==> config.mk <==
export PLATFORM = sky130hd
export DESIGN_NAME = fetch_queue_unit_flat
export DESIGN_NICKNAME = d
export VERILOG_FILES = /design/src/rtl/fetch_queue_unit_if.sv /design/src/rtl/fetch_queue_unit.sv /design/src/flat_wrapper.sv
export SDC_FILE = /design/constraint.sdc
export NUM_CORES = 1
export LEC_CHECK = 0
export ABC_CLOCK_PERIOD_IN_PS = 4700
export CORE_MARGIN = 2
export CORE_UTILIZATION = 50
export DETAILED_ROUTE_END_ITERATION = 8
export PLACE_DENSITY = 0.73
export SLEW_MARGIN = 10
export SYNTH_ARGS = -nofsm -noshare
export SYNTH_HDL_FRONTEND = slang
export SYNTH_SLANG_ARGS = --single-unit
==> constraint.sdc <==
create_clock -name clk -period 4.7 [get_ports clk]
set_clock_uncertainty 0.1 [all_clocks]
set_input_delay 0.94 -clock clk [delete_from_list [all_inputs] [get_ports clk]]
set_output_delay 0.94 -clock clk [all_outputs]
set_load 0.1 [all_outputs]
==> src/rtl/fetch_queue_unit_if.sv <==
// Fetch queue unit bus: memory request/response, redirect input and decoder handshake.
// master = fetch unit side, slave = surrounding mem_ctrl / branch unit / decoder.
interface fetch_queue_unit_if #(
    parameter int unsigned ADDR_W      = 32,
    parameter int unsigned INST_W      = 32,
    parameter int unsigned QUEUE_DEPTH = 4
);
    localparam int unsigned CW = $clog2(QUEUE_DEPTH) + 1;

    logic [1:0]        mem_rw_flag;
    logic [ADDR_W-1:0] mem_addr;
    logic [1:0]        mem_len;
    logic [INST_W-1:0] mem_read_data;
    logic              mem_busy;
    logic              mem_done;
    logic              redirect_valid;
    logic              redirect_rel;
    logic [ADDR_W-1:0] redirect_addr;
    logic              dec_valid;
    logic              dec_ready;
    logic [ADDR_W-1:0] dec_pc;
    logic [INST_W-1:0] dec_inst;
    logic [CW-1:0]     q_count;

    modport master (
        output mem_rw_flag, mem_addr, mem_len, dec_valid, dec_pc, dec_inst, q_count,
        input  mem_read_data, mem_busy, mem_done,
        input  redirect_valid, redirect_rel, redirect_addr, dec_ready
    );

    modport slave (
        input  mem_rw_flag, mem_addr, mem_len, dec_valid, dec_pc, dec_inst, q_count,
        output mem_read_data, mem_busy, mem_done,
        output redirect_valid, redirect_rel, redirect_addr, dec_ready
    );
endinterface

==> src/rtl/fetch_queue_unit.sv <==
// Instruction fetch unit: one outstanding sequential read, QUEUE_DEPTH-entry instruction FIFO,
// redirect with queue flush and stale-response discard, optional stop after control flow.
module fetch_queue_unit #(
    parameter int unsigned       ADDR_W       = 32,
    parameter int unsigned       INST_W       = 32,
    parameter int unsigned       QUEUE_DEPTH  = 4,
    parameter logic [ADDR_W-1:0] RESET_PC     = '0,
    parameter bit                STOP_ON_CTRL = 1'b1
) (
    input  logic               clk,
    input  logic               rst_n,
    fetch_queue_unit_if.master bus
);
    localparam int unsigned   PW      = $clog2(QUEUE_DEPTH);
    localparam int unsigned   CW      = PW + 1;
    localparam logic [CW-1:0] DEPTH_C = CW'(QUEUE_DEPTH);

    typedef enum logic [1:0] {
        IDLE,
        WAIT,
        HOLD
    } state_t;

    state_t            state, state_n;
    logic [ADDR_W-1:0] fetch_pc, fetch_pc_n;
    logic [ADDR_W-1:0] last_ctrl_pc, last_ctrl_pc_n;
    logic [ADDR_W-1:0] req_addr;
    logic [ADDR_W-1:0] target;
    logic              discard, discard_n;
    logic              issue;
    logic              enq;
    logic              deq;
    logic              is_ctrl;
    logic              head_valid;
    logic [1:0]        rw_flag;
    logic [PW-1:0]     wr_ptr, rd_ptr;
    logic [CW-1:0]     count, count_post;
    logic [ADDR_W-1:0] pc_q   [QUEUE_DEPTH];
    logic [INST_W-1:0] inst_q [QUEUE_DEPTH];

    assign head_valid = (count != '0);
    assign is_ctrl    = bus.mem_read_data[6:0] inside {7'b1100011, 7'b1101111, 7'b1100111, 7'b0010111};
    assign target     = bus.redirect_rel ? (last_ctrl_pc + bus.redirect_addr) : bus.redirect_addr;
    assign deq        = head_valid && bus.dec_ready && !bus.redirect_valid;
    // occupancy after the enqueue of the response being accepted this cycle
    assign count_post = count + CW'(1) - CW'(deq);

    always_comb begin
        state_n        = state;
        fetch_pc_n     = fetch_pc;
        last_ctrl_pc_n = last_ctrl_pc;
        discard_n      = discard;
        issue          = 1'b0;
        enq            = 1'b0;
        if (bus.redirect_valid) begin
            fetch_pc_n = target;
            // an unanswered request must have its response thrown away when it arrives
            if (state == WAIT && !bus.mem_done) begin
                discard_n = 1'b1;
                state_n   = WAIT;
            end else begin
                discard_n = 1'b0;
                state_n   = IDLE;
            end
        end else begin
            unique case (state)
                IDLE: begin
                    if (!bus.mem_busy && count < DEPTH_C) begin
                        issue   = 1'b1;
                        state_n = WAIT;
                    end
                end
                WAIT: begin
                    if (bus.mem_done) begin
                        if (discard) begin
                            discard_n = 1'b0;
                            state_n   = IDLE;
                        end else begin
                            enq = 1'b1;
                            if (is_ctrl) last_ctrl_pc_n = req_addr;
                            if (STOP_ON_CTRL && is_ctrl) begin
                                state_n = HOLD;
                            end else if (!bus.mem_busy && count_post < DEPTH_C) begin
                                issue   = 1'b1;
                                state_n = WAIT;
                            end else begin
                                state_n = IDLE;
                            end
                        end
                    end
                end
                HOLD: state_n = HOLD;
                default: state_n = IDLE;
            endcase
        end
        if (issue) fetch_pc_n = fetch_pc + ADDR_W'(4);
    end

    always_ff @(posedge clk or negedge rst_n) begin
        if (!rst_n) begin
            state        <= IDLE;
            fetch_pc     <= RESET_PC;
            last_ctrl_pc <= '0;
            discard      <= 1'b0;
            rw_flag      <= '0;
            req_addr     <= '0;
            wr_ptr       <= '0;
            rd_ptr       <= '0;
            count        <= '0;
        end else begin
            state        <= state_n;
            fetch_pc     <= fetch_pc_n;
            last_ctrl_pc <= last_ctrl_pc_n;
            discard      <= discard_n;
            rw_flag      <= {1'b0, issue};
            if (issue) req_addr <= fetch_pc;
            if (bus.redirect_valid) begin
                wr_ptr <= '0;
                rd_ptr <= '0;
                count  <= '0;
            end else begin
                if (enq) wr_ptr <= wr_ptr + PW'(1);
                if (deq) rd_ptr <= rd_ptr + PW'(1);
                count <= count + CW'(enq) - CW'(deq);
            end
        end
    end

    always_ff @(posedge clk) begin
        if (enq) begin
            pc_q[wr_ptr]   <= req_addr;
            inst_q[wr_ptr] <= bus.mem_read_data;
        end
    end

    assign bus.mem_rw_flag = rw_flag;
    assign bus.mem_addr    = req_addr;
    assign bus.mem_len     = 2'b11;
    assign bus.dec_valid   = head_valid;
    assign bus.dec_pc      = head_valid ? pc_q[rd_ptr] : '0;
    assign bus.dec_inst    = head_valid ? inst_q[rd_ptr] : '0;
    assign bus.q_count     = count;
endmodule

==> src/flat_wrapper.sv <==
// flat-port wrapper written by rule: the top's interface ports become plain ports
module fetch_queue_unit_flat 
#(
    parameter int unsigned       ADDR_W       = 32,
    parameter int unsigned       INST_W       = 32,
    parameter int unsigned       QUEUE_DEPTH  = 4,
    parameter logic [ADDR_W-1:0] RESET_PC     = '0,
    parameter bit                STOP_ON_CTRL = 1'b1
)
  (clk, rst_n, bus_mem_rw_flag, bus_mem_addr, bus_mem_len, bus_dec_valid, bus_dec_pc, bus_dec_inst, bus_q_count, bus_mem_read_data, bus_mem_busy, bus_mem_done, bus_redirect_valid, bus_redirect_rel, bus_redirect_addr, bus_dec_ready);
  fetch_queue_unit_if #(.ADDR_W(ADDR_W), .INST_W(INST_W), .QUEUE_DEPTH(QUEUE_DEPTH)) bus_i ();
  input  logic clk;
  input  logic rst_n;
  output wire logic [$bits(bus_i.mem_rw_flag)-1:0] bus_mem_rw_flag;
  output wire logic [$bits(bus_i.mem_addr)-1:0] bus_mem_addr;
  output wire logic [$bits(bus_i.mem_len)-1:0] bus_mem_len;
  output wire logic [$bits(bus_i.dec_valid)-1:0] bus_dec_valid;
  output wire logic [$bits(bus_i.dec_pc)-1:0] bus_dec_pc;
  output wire logic [$bits(bus_i.dec_inst)-1:0] bus_dec_inst;
  output wire logic [$bits(bus_i.q_count)-1:0] bus_q_count;
  input wire logic [$bits(bus_i.mem_read_data)-1:0] bus_mem_read_data;
  input wire logic [$bits(bus_i.mem_busy)-1:0] bus_mem_busy;
  input wire logic [$bits(bus_i.mem_done)-1:0] bus_mem_done;
  input wire logic [$bits(bus_i.redirect_valid)-1:0] bus_redirect_valid;
  input wire logic [$bits(bus_i.redirect_rel)-1:0] bus_redirect_rel;
  input wire logic [$bits(bus_i.redirect_addr)-1:0] bus_redirect_addr;
  input wire logic [$bits(bus_i.dec_ready)-1:0] bus_dec_ready;
  assign bus_mem_rw_flag = bus_i.mem_rw_flag;
  assign bus_mem_addr = bus_i.mem_addr;
  assign bus_mem_len = bus_i.mem_len;
  assign bus_dec_valid = bus_i.dec_valid;
  assign bus_dec_pc = bus_i.dec_pc;
  assign bus_dec_inst = bus_i.dec_inst;
  assign bus_q_count = bus_i.q_count;
  assign bus_i.mem_read_data = bus_mem_read_data;
  assign bus_i.mem_busy = bus_mem_busy;
  assign bus_i.mem_done = bus_mem_done;
  assign bus_i.redirect_valid = bus_redirect_valid;
  assign bus_i.redirect_rel = bus_redirect_rel;
  assign bus_i.redirect_addr = bus_redirect_addr;
  assign bus_i.dec_ready = bus_dec_ready;
  fetch_queue_unit #(.ADDR_W(ADDR_W), .INST_W(INST_W), .QUEUE_DEPTH(QUEUE_DEPTH), .RESET_PC(RESET_PC), .STOP_ON_CTRL(STOP_ON_CTRL)) u_core (.clk(clk), .rst_n(rst_n), .bus(bus_i));
endmodule
Yosys cells after proc, flatten, opt, wreduce, memory -nomap -nowiden
Memory sizes are Yosys's and may differ from the RTL's.
Index checks and enable logic that the tools add are counted.
{"block": "totals", "inputBits": 71, "mem_bits_rw": 256, "wordCells": 85, "reg_bits": 107, "memories": 2}
{"name": "u_core.inst_q", "depth": 4, "word_bits": 32, "read_ports": 1, "rd_ports_with_merged_regs": 0, "write_ports": 1, "line_no": "fetch_queue_unit.sv:39", "rtl": "logic [INST_W-1:0] inst_q [QUEUE_DEPTH];"}
{"name": "u_core.pc_q", "depth": 4, "word_bits": 32, "read_ports": 1, "rd_ports_with_merged_regs": 0, "write_ports": 1, "line_no": "fetch_queue_unit.sv:38", "rtl": "logic [ADDR_W-1:0] pc_q [QUEUE_DEPTH];"}
{"block": "classes", "magnitude_cmp": 2, "reduce_logical": 19, "bitwise": 2, "mux": 35, "eq_ne": 8, "n_addsub": 8}
{"op": "$mux 32", "count": 5}
{"op": "$add 32x3->32 const B", "count": 1}
{"op": "$add 32x32->32", "count": 1}
{"op": "$eq 7x7->1 const B", "count": 3}
{"op": "$mux 1", "count": 18}
{"op": "$mux 2", "count": 9}
{"op": "$reduce_bool 2->1", "count": 5}
{"op": "$eq 7x5->1 const B", "count": 1}
{"op": "$lt 3x3->1 const B", "count": 2}
{"op": "$pmux 2 s3", "count": 1}
{"op": "$sub 3x1->3", "count": 2}
{"op": "$logic_and 1x1->1", "count": 5}
{"op": "$reduce_and 5->1", "count": 1}
{"op": "$add 2x1->2 const B", "count": 2}
{"op": "$reduce_and 2->1", "count": 2}
{"op": "$reduce_bool 4->1", "count": 1}
{"op": "$add 3x1->3", "count": 1}
{"op": "$add 3x1->3 const B", "count": 1}
{"op": "$logic_not 1->1", "count": 3}
{"op": "$mux 3", "count": 1}
{"op": "$ne 3x2->1 const B", "count": 1}
{"op": "$ne 3x3->1 const B", "count": 1}
{"op": "$reduce_bool 3->1", "count": 1}
{"op": "$eq 2x1->1 const B", "count": 1}
{"op": "other kinds (4)", "count": 5}

Logic depth before layout (Yosys ltp)
Gate-level depths: netlist (run 1).
{"block": "depth", "word_depth": 13, "depth_mapped": 14}

Worst setup path after synthesis (run 1)
No wires, ideal clock.
{"block": "synth_path", "path_type": "flip-flop to output port", "from": "reg u_core.count[2], in the netlist u_core.bus.q_count[2]", "to": "out bus_dec_pc[22]", "stages_incl_launch_ff": 4, "required_time_ps": 3660, "path_buffers": 1, "t_arrival_ps": 3080, "setup_slack_ps": 580, "cell_sequence": "dfrtp_1 -> or3_1 -> clkbuf_1 -> and2_1"}
{"block": "synth_via", "elab_chain_len": 2}
{"item": "start, declared", "line_no": "fetch_queue_unit.sv:37", "rtl": "logic [CW-1:0] count, count_post;"}
{"item": "start signal, assigned", "line_no": "fetch_queue_unit.sv:124", "rtl": "count <= count + CW'(enq) - CW'(deq);"}
{"item": "$reduce_bool 3->1", "line_no": "fetch_queue_unit.sv:41", "rtl": "assign head_valid = (count != '0);"}
{"item": "net bus_dec_valid", "line_no": "flat_wrapper.sv:17", "rtl": "output wire logic [$bits(bus_i.dec_valid)-1:0] bus_dec_valid;"}
{"item": "$mux 32", "line_no": "fetch_queue_unit.sv:140", "rtl": "assign bus.dec_pc = head_valid ? pc_q[rd_ptr] : '0;"}
{"item": "end, declared", "line_no": "flat_wrapper.sv:18", "rtl": "output wire logic [$bits(bus_i.dec_pc)-1:0] bus_dec_pc;"}
The timed path passes the listed nets, and every way through them passes these cells.

Worst setup path in the final report (run 1)
{"block": "layout_path", "from": "reg u_core.rd_ptr[0]", "to": "out bus_dec_pc[22]"}
{"block": "layout_via", "elab_chain_len": 2}
{"item": "start, declared", "line_no": "fetch_queue_unit.sv:36", "rtl": "logic [PW-1:0] wr_ptr, rd_ptr;"}
{"item": "start signal, assigned", "line_no": "fetch_queue_unit.sv:123", "rtl": "if (deq) rd_ptr <= rd_ptr + PW'(1);"}
{"item": "$mem_v2 4x32"}
{"item": "$mux 32", "line_no": "fetch_queue_unit.sv:140"}
Every way passes these cells.

==> impl_metrics.csv, run 1 <==
group,metric,value,unit
worst_setup_path,critical_path.startpoint_type,"flop",
clocking,postCtsHoldBufs,0,
clocking,cts-buffers-inserted,39,
sta,fin_setup_tns,0,ns
sta,fmaxAchievable,267,MHz
finish,areaGrowthSynthToFinish,20.3,%
yosys,distinct_cell_type_count_after_synthesis,61,
power,leakage,7.55,nW
clocking,cts-htree-levels,2,
clocking,clock_tree.root_cell,"clkbuf_16",
detailed_routing,drc_violation_count_after_routing,0,
job,maxCapViolCount,0,
placement,routabilityCongestion,0.832,
clocking,clk_pin_slew_worst_paths,0.06,ns
worst_setup_path,critical_path.endpoint_type,"output port",
sta,min_period,3.75,ns
floorplan,full_die_area,34100,sq um
clocking,number_of_clock_sinks,363,
clocking,cts.repair.resized,0,
yosys,dominantRegCellSynth,"edfxtp_1",
yosys,ys_seq_elements,363,
yosys,synthCells,1140,
worst_setup_path,critical_path_arrival,2.71,ns
floorplan,placementRows,66,
worst_setup_path,crit_required,3.66,ns
finish,final_common_cell,"edfxtp_1",
detailed_routing,detail_route.wirelength,35.1,mm
finish,stdcell_area,19600,sq um
yosys,synth.area.mux_share,0.127,
detailed_routing,avgViaCountPerCell,5.49,
finish,final_layout_size_suffix_gt1_frac,0.193,
sta,fin_crit_sh,0.798,
floorplan,initial_core_util,0.504,
floorplan,fp.dieH,185,um
finish,final_cell_mix,"edfxtp_1, nand2_1, dfrtp_1",
yosys,synth-compound-area-share,0.0568,
finish,num_antenna_cells,0,
yosys,synth_simple_gate_area_share,0.0991,
worst_setup_path,criticalPathCategory,"flop to output port",
sta,report.final.setup_viol,0,
floorplan,ioPinCount,175,
yosys,area_share_of_xor_xnor_cells_in_the_synthesized_design,0.0295,
yosys,yosysTopAreaCell,"edfxtp_1",
sta,setup_repair_after_global_routing_missed_its_margin,"false",
clocking,clockBufferDepth,3,
detailed_routing,initialDrtViolationCount,754,
detailed_routing,number_of_nets_with_antenna_violations_after_detailed_routing,0,
detailed_routing,pre_repair_dr_iteration_count,5,
yosys,synth_top_family_by_area,"multiplexers",
sta,max-slew-margin-rel,0.298,
sta,slew_violations,0,
placement,io_buffer_count,171,
clocking,clock_tree_from_tritoncts,"done",
global_routing,grt_antenna_before_repair,0,
sta,final_count_of_hold_timing_violations,0,
yosys,cell_area_after_synthesis,16300,sq um
min_path,worst_hold_path_type,"flop to flop",
clocking,post_cts.repair.setup_buffers,0,
clocking,clock_insertion_delay_worst_skew,0.52,ns
floorplan,core_ar,32400,sq um
worst_setup_path,worstPathMaxFanout,28,
power,power_density,645,nW/um^2
placement,dp_hpwl,23.1,mm
yosys,synth.top_cell.area_share,0.471,
detailed_routing,routedWlPerCell,19.6,um
sta,worst-slew-pin-transition,1.05,ns
power,max-vdd-ir-drop,413,uV
global_routing,grt_first_pass_wirelength,54.3,mm
outcome,run_status,"finished clean",
yosys,synthTopCellsByArea,"edfxtp_1, dfrtp_1, mux4_2",
yosys,postSynth.asyncResetShare,0.295,
yosys,post_synth_fa_ha_maj_area_fraction,0.0323,
yosys,postSynthAreaPerCell,14.3,sq um
finish,finalNetCount,1427,
global_routing,grt_remaining_overflow,0,
floorplan,die_x,185,um
detailed_routing,detailroute.via_count,9822,
yosys,yosysSeqAreaShare,0.635,
yosys,synth-edff-count,256,
placement,detailed_place.area,18400,sq um
global_routing,grt_start_max_net_pins,75,
global_routing,grt_pass1_vias,9862,
global_routing,grt_use_total,0.208,
yosys,yosys_warnings,0,
==> report_power, final <==
group | internal [mW] | switching (mW) | total [mW]
Sequential | 3.87 | 0.479 | 4.35
Clock | 1.73 | 1.19 | 2.92
Combinational | 1.35 | 4.06 | 5.41
Total | 6.94 | 5.74 | 12.7
==> stage by stage <==
stage / setup WS, ns / std cells / utilization / hold slack [ns] / power, mW
2_1_floorplan: 0.580 / 1141 / - / 0.335 / 8.47
3_3_place_gp: 0.498 / 1716 / 0.569 / 0.348 / 9.79
3_5_place_dp: 0.435 / 1716 / 0.569 / 0.354 / 9.85
4_1_cts: 0.821 / 1788 / 0.607 / 0.370 / 12.8
5_1_grt: 0.747 / 1788 / 0.607 / 0.398 / 13.2
6_report: 0.949 / 1788 / 0.607 / 0.371 / 12.7
==> layout make-up <==
| type | count | area [sq um] |
|---|---|---|
| clock inverters | 21 | 198 |
| clock buffers | 51 | 1030 |
| inverters | 27 | 101 |
| multi-input cells | 696 | 5660 |
| flip-flops and latches | 363 | 10400 |
| well taps | 442 | 553 |
| fillers | 2522 | 12700 |
| repair buffers | 188 | 1720 |
==> path summary, 6_finish.rpt <==
kind,startpoint,to,slack (ns),cells past startpoint
min in group asynchronous,rst_n,u_core.bus.mem_addr[4]$_DFFE_PN0P_,0.42,1
worst min-delay path,u_core.fetch_pc[1]$_DFFE_PN0P_,u_core.bus.mem_addr[1]$_DFFE_PN0P_,0.37,2
worst max register to register,u_core.bus.q_count[1]$_DFF_PN0_,u_core.fetch_pc[16]$_DFFE_PN0P_,1.22,13
max in group asynchronous,rst_n,u_core.last_ctrl_pc[17]$_DFFE_PN0P_,3.17,2
worst min register to register,u_core.fetch_pc[1]$_DFFE_PN0P_,u_core.bus.mem_addr[1]$_DFFE_PN0P_,0.37,2
worst max-delay path,u_core.rd_ptr[0]$_DFFE_PN0P_,bus_dec_pc[22],0.95,4
==> kinds of logic (layout without fill, tap and decap cells) <==
logic type,Yosys count,after routing
AOI/OAI and AO/OA,143,143
xor gates and xnor gates,55,55
adders and majority gates,41,41
buffers and inverters,82,287
DFF,363,363
muxes,123,123
other,2,3
and+or+nand+nor,331,331
==> flip-flops by register name (all words and copies together), names as in the netlist <==
register                flops
u_core.rd_ptr               2
u_core.discard              1
u_core.state                2
u_core.bus.mem_addr        32
u_core.bus.mem_rw_flag      1
u_core.wr_ptr               2
u_core.last_ctrl_pc        32
u_core.fetch_pc            32
u_core.bus.q_count          3
u_core.pc_q               128
u_core.inst_q             128
==> worst max-delay path: stages (launching register included) <==
cell and delay, ns:
dfrtp_4 0.79, buf_4 0.41, mux4_2 0.54, and2_1 0.20, buf_4 0.24
==> routing by layer <==
metal  share of wire  wire (um)  vias to the layer above  track usage
met1            0.44      15500                     4884        0.291
met3           0.051       1810                       60       0.0261
met5               0          0                        -            0
met2            0.49      17100                      297        0.349
li1                -          -                     4581            -
met4           0.022        768                        0       0.0562
==> synthesized netlist by cell type (9+ instances only) <==
cell type and n:
edfxtp_1 256, nor2b_1 9, inv_1 27, nand3_1 21, clkbuf_1 35, a21o_1 14, o21ai_0 27, buf_1 14
a21oi_1 42, nand2_1 135, xnor2_1 28, xor2_1 27, mux2_2 37, ha_1 39, and2_1 71, nor2_1 47
mux4_2 64, mux2i_1 22, dfrtp_1 107, nand4_1 10, nor3_1 9
Power figures use the tool's default switching activity.
==> run 2, diff against run 1 <==
--- a/config.mk
+++ b/config.mk
@@ -5,11 +5,11 @@
 export SDC_FILE = /design/constraint.sdc
 export NUM_CORES = 1
 export LEC_CHECK = 0
-export ABC_CLOCK_PERIOD_IN_PS = 4700
+export ABC_CLOCK_PERIOD_IN_PS = 3400
 export CORE_MARGIN = 2
 export CORE_UTILIZATION = 50
 export DETAILED_ROUTE_END_ITERATION = 8
-export PLACE_DENSITY = 0.73
+export PLACE_DENSITY = 0.76
 export SLEW_MARGIN = 10
 export SYNTH_ARGS = -nofsm -noshare
 export SYNTH_HDL_FRONTEND = slang
==> constraint.sdc (replaced) <==
create_clock -name clk -period 3.4 [get_ports clk]
set_clock_uncertainty 0.1 [all_clocks]
set_input_delay 0.68 -clock clk [delete_from_list [all_inputs] [get_ports clk]]
set_output_delay 0.68 -clock clk [all_outputs]
set_load 0.1 [all_outputs]
==> impl_metrics.csv, run 2 (synthesis results as in run 1) <==
group,metric,value,unit
outcome,run_status,"finished clean",
worst_setup_path,path_cells,"clkdlybuf4s50_1 > ha_1 > inv_1 > fa_1 > nor2b_1 > o21ai_0 > a21boi_0 > buf_4 > o21ai_2 > nand3_1 > a21boi_1 > buf_4 > o21ai_0 > mux2i_1 > a211oi_1 > a21oi_1",
job,maxCapViolCount,0,
worst_setup_path,critical_path.startpoint_type,"primary input",
finish,final_common_cell,"edfxtp_1",
sta,final_count_of_hold_timing_violations,0,
sta,fmaxAchievable,308,MHz
placement,detailed_place.area,19700,sq um
finish,multi_input_comb_area,5670,sq um
floorplan,die_x,185,um
detailed_routing,routedWlPerCell,19.4,um
sta,min_period,3.25,ns
worst_setup_path,setup.worst_path.end,"u_core.fetch_pc[30]$_DFFE_PN0P_",
power,power_density,892,nW/um^2
detailed_routing,detail_route.wirelength,35.8,mm
global_routing,grt_antenna_before_repair,1,
floorplan,fp.dieH,185,um
detailed_routing,met3RoutedLength,1.64,mm
detailed_routing,detailroute.via_count,10100,
detailed_routing,met1Wirelength,15.6,mm
sta,hold_ws,0.135,ns
detailed_routing,avgViaCountPerCell,5.48,
global_routing,grt_start_max_net_pins,75,
clocking,clock_tree.root_cell,"clkbuf_16",
finish,largest_registers,"u_core.inst_q: 128 flops, u_core.pc_q: 128 flops",
detailed_routing,routed-wl-met2,17.8,mm
placement,io_buffer_count,171,
worst_setup_path,reg2reg_setup_slack,0.22,ns
finish,finalNetCount,1490,
clocking,clk_pin_slew_worst_paths,0.07,ns
clocking,cts-htree-levels,2,
floorplan,ioPinCount,175,
worst_setup_path,crit_path_max_incr_delay,0.48,ns
clocking,cts-buffers-inserted,39,
global_routing,grt_pass1_vias,10300,
finish,layout.filler_cells,2329,
detailed_routing,drc_violation_count_after_routing,0,
sta,fin_setup_tns,0,ns
floorplan,full_die_area,34100,sq um
sta,slew_violations,0,
worst_setup_path,criticalPathCategory,"primary input to flop",
worst_setup_path,critical_path.endpoint_type,"flop",
sta,max-slew-margin-rel,0.483,
global_routing,grt_first_pass_wirelength,56.0,mm
finish,final_cell_mix,"edfxtp_1, nand2_1, buf_4",
sta,fin_crit_sh,0.956,
clocking,clock_tree_from_tritoncts,"done",
detailed_routing,number_of_nets_with_antenna_violations_after_detailed_routing,0,
clocking,clock_insertion_delay_worst_skew,0.52,ns
floorplan,core_ar,32400,sq um
worst_setup_path,origin_of_the_worst_setup_path,"bus_redirect_addr[0]",
worst_setup_path,worstPathMaxFanout,4,
clocking,number_of_clock_sinks,363,
sta,worst-slew-pin-transition,0.775,ns
detailed_routing,routed.top_layer,"met4",
clocking,clockBufferDepth,3,
floorplan,initial_core_util,0.504,
placement,routabilityCongestion,0.904,
finish,final_layout_size_suffix_gt1_frac,0.258,
finish,stdcell_area,20900,sq um
detailed_routing,initialDrtViolationCount,652,
finish,layout.core_utilization,0.646,
worst_setup_path,crit_required,3.71,ns
global_routing,grt_remaining_overflow,0,
worst_setup_path,reg2reg_from,"u_core.bus.q_count[0]$_DFF_PN0_",
worst_setup_path,worst_r2r_path_depth,13,
finish,layout.area.seq,10400,sq um
worst_setup_path,cp_slowest_cell,"clkdlybuf4s50_1",
detailed_routing,pre_repair_dr_iteration_count,5,
min_path,worst_hold_path_type,"primary input to async pin",
power,max-vdd-ir-drop,579,uV
finish,areaGrowthSynthToFinish,28.0,%
sta,report.final.setup_viol,0,
power,p_total,18.7,mW
power,leakage,8.12,nW
global_routing,grt_use_total,0.214,
floorplan,placementRows,66,
worst_setup_path,critical_path_arrival,3.56,ns
sta,setup_repair_after_global_routing_missed_its_margin,"false",
placement,dp_hpwl,24.1,mm
worst_setup_path,r2r_end,"u_core.fetch_pc[11]$_DFFE_PN0P_",
-- run 2: power by group --
group / internal [mW] / switching [mW]
Sequential: 5.35 / 0.614
Combinational: 2.80 / 5.88
Clock: 2.39 / 1.62
Total: 10.5 / 8.11
-- run 2: what timing repair did --
action	4_1_cts	5_1_grt
setup endpoints to repair	1	4
pin swaps	0	0
resized for setup	1	2
hold buffers	0	0
setup buffers	0	0
-- run 2: worst min-delay path by stage --
stage | start | endpoint | slack [ns] | cells after the start
floorplan | rst_n | u_core.bus.mem_addr[0]$_DFFE_PN0P_ | 0.28 | 0
global placement | u_core.fetch_pc[1]$_DFFE_PN0P_ | u_core.bus.mem_addr[1]$_DFFE_PN0P_ | 0.35 | 2
detailed placement | u_core.fetch_pc[0]$_DFFE_PN0P_ | u_core.bus.mem_addr[0]$_DFFE_PN0P_ | 0.37 | 2
CTS | rst_n | u_core.last_ctrl_pc[26]$_DFFE_PN0P_ | 0.16 | 1
global route | rst_n | u_core.last_ctrl_pc[27]$_DFFE_PN0P_ | 0.18 | 1
finish | rst_n | u_core.last_ctrl_pc[27]$_DFFE_PN0P_ | 0.14 | 1
-- run 2: cell type report --
cell class / count / share of cell area
antenna: 1 / 0.000120
clock inverter: 13 / 0.00586
multi-input combinational: 696 / 0.271
sequential: 363 / 0.496
inverter: 27 / 0.00485
clock buffer: 53 / 0.0522
tap: 442 / 0.0264
timing repair buffer: 251 / 0.143
-- run 2: worst max-delay path: cells and delay by family --
family | cells | cell delay [ns]
simple gates | 2 | 0.31
fa+ha+maj | 2 | 0.54
mux | 1 | 0.12
buf+inv | 4 | 0.86
compound gates | 7 | 1.04
-- run 2: metrics by stage --
| stage | instances | setup slack [ns] |
|---|---|---|
| after floorplan | 1141 | 0.0421 |
| after global placement | 1779 | -0.452 |
| after detailed placement | 1779 | -0.559 |
| after CTS | 1845 | 0.137 |
| after global routing | 1845 | 0.0118 |
| final | 1846 | 0.150 |
-- run 2: routing by layer --
metal	global-route usage	vias to the layer above
met1	0.295	5056
met3	0.0281	57
met2	0.360	292
li1	-	4706
met4	0.0625	0
met5	0	-
==> run 3, diff against run 2 <==
--- a/config.mk
+++ b/config.mk
@@ -10,7 +10,6 @@
 export CORE_UTILIZATION = 50
 export DETAILED_ROUTE_END_ITERATION = 8
 export PLACE_DENSITY = 0.76
-export SLEW_MARGIN = 10
 export SYNTH_ARGS = -nofsm -noshare
 export SYNTH_HDL_FRONTEND = slang
 export SYNTH_SLANG_ARGS = --single-unit
==> results of run 3 <==
The final DEF is identical to that of run 2; final timing and power are the same.
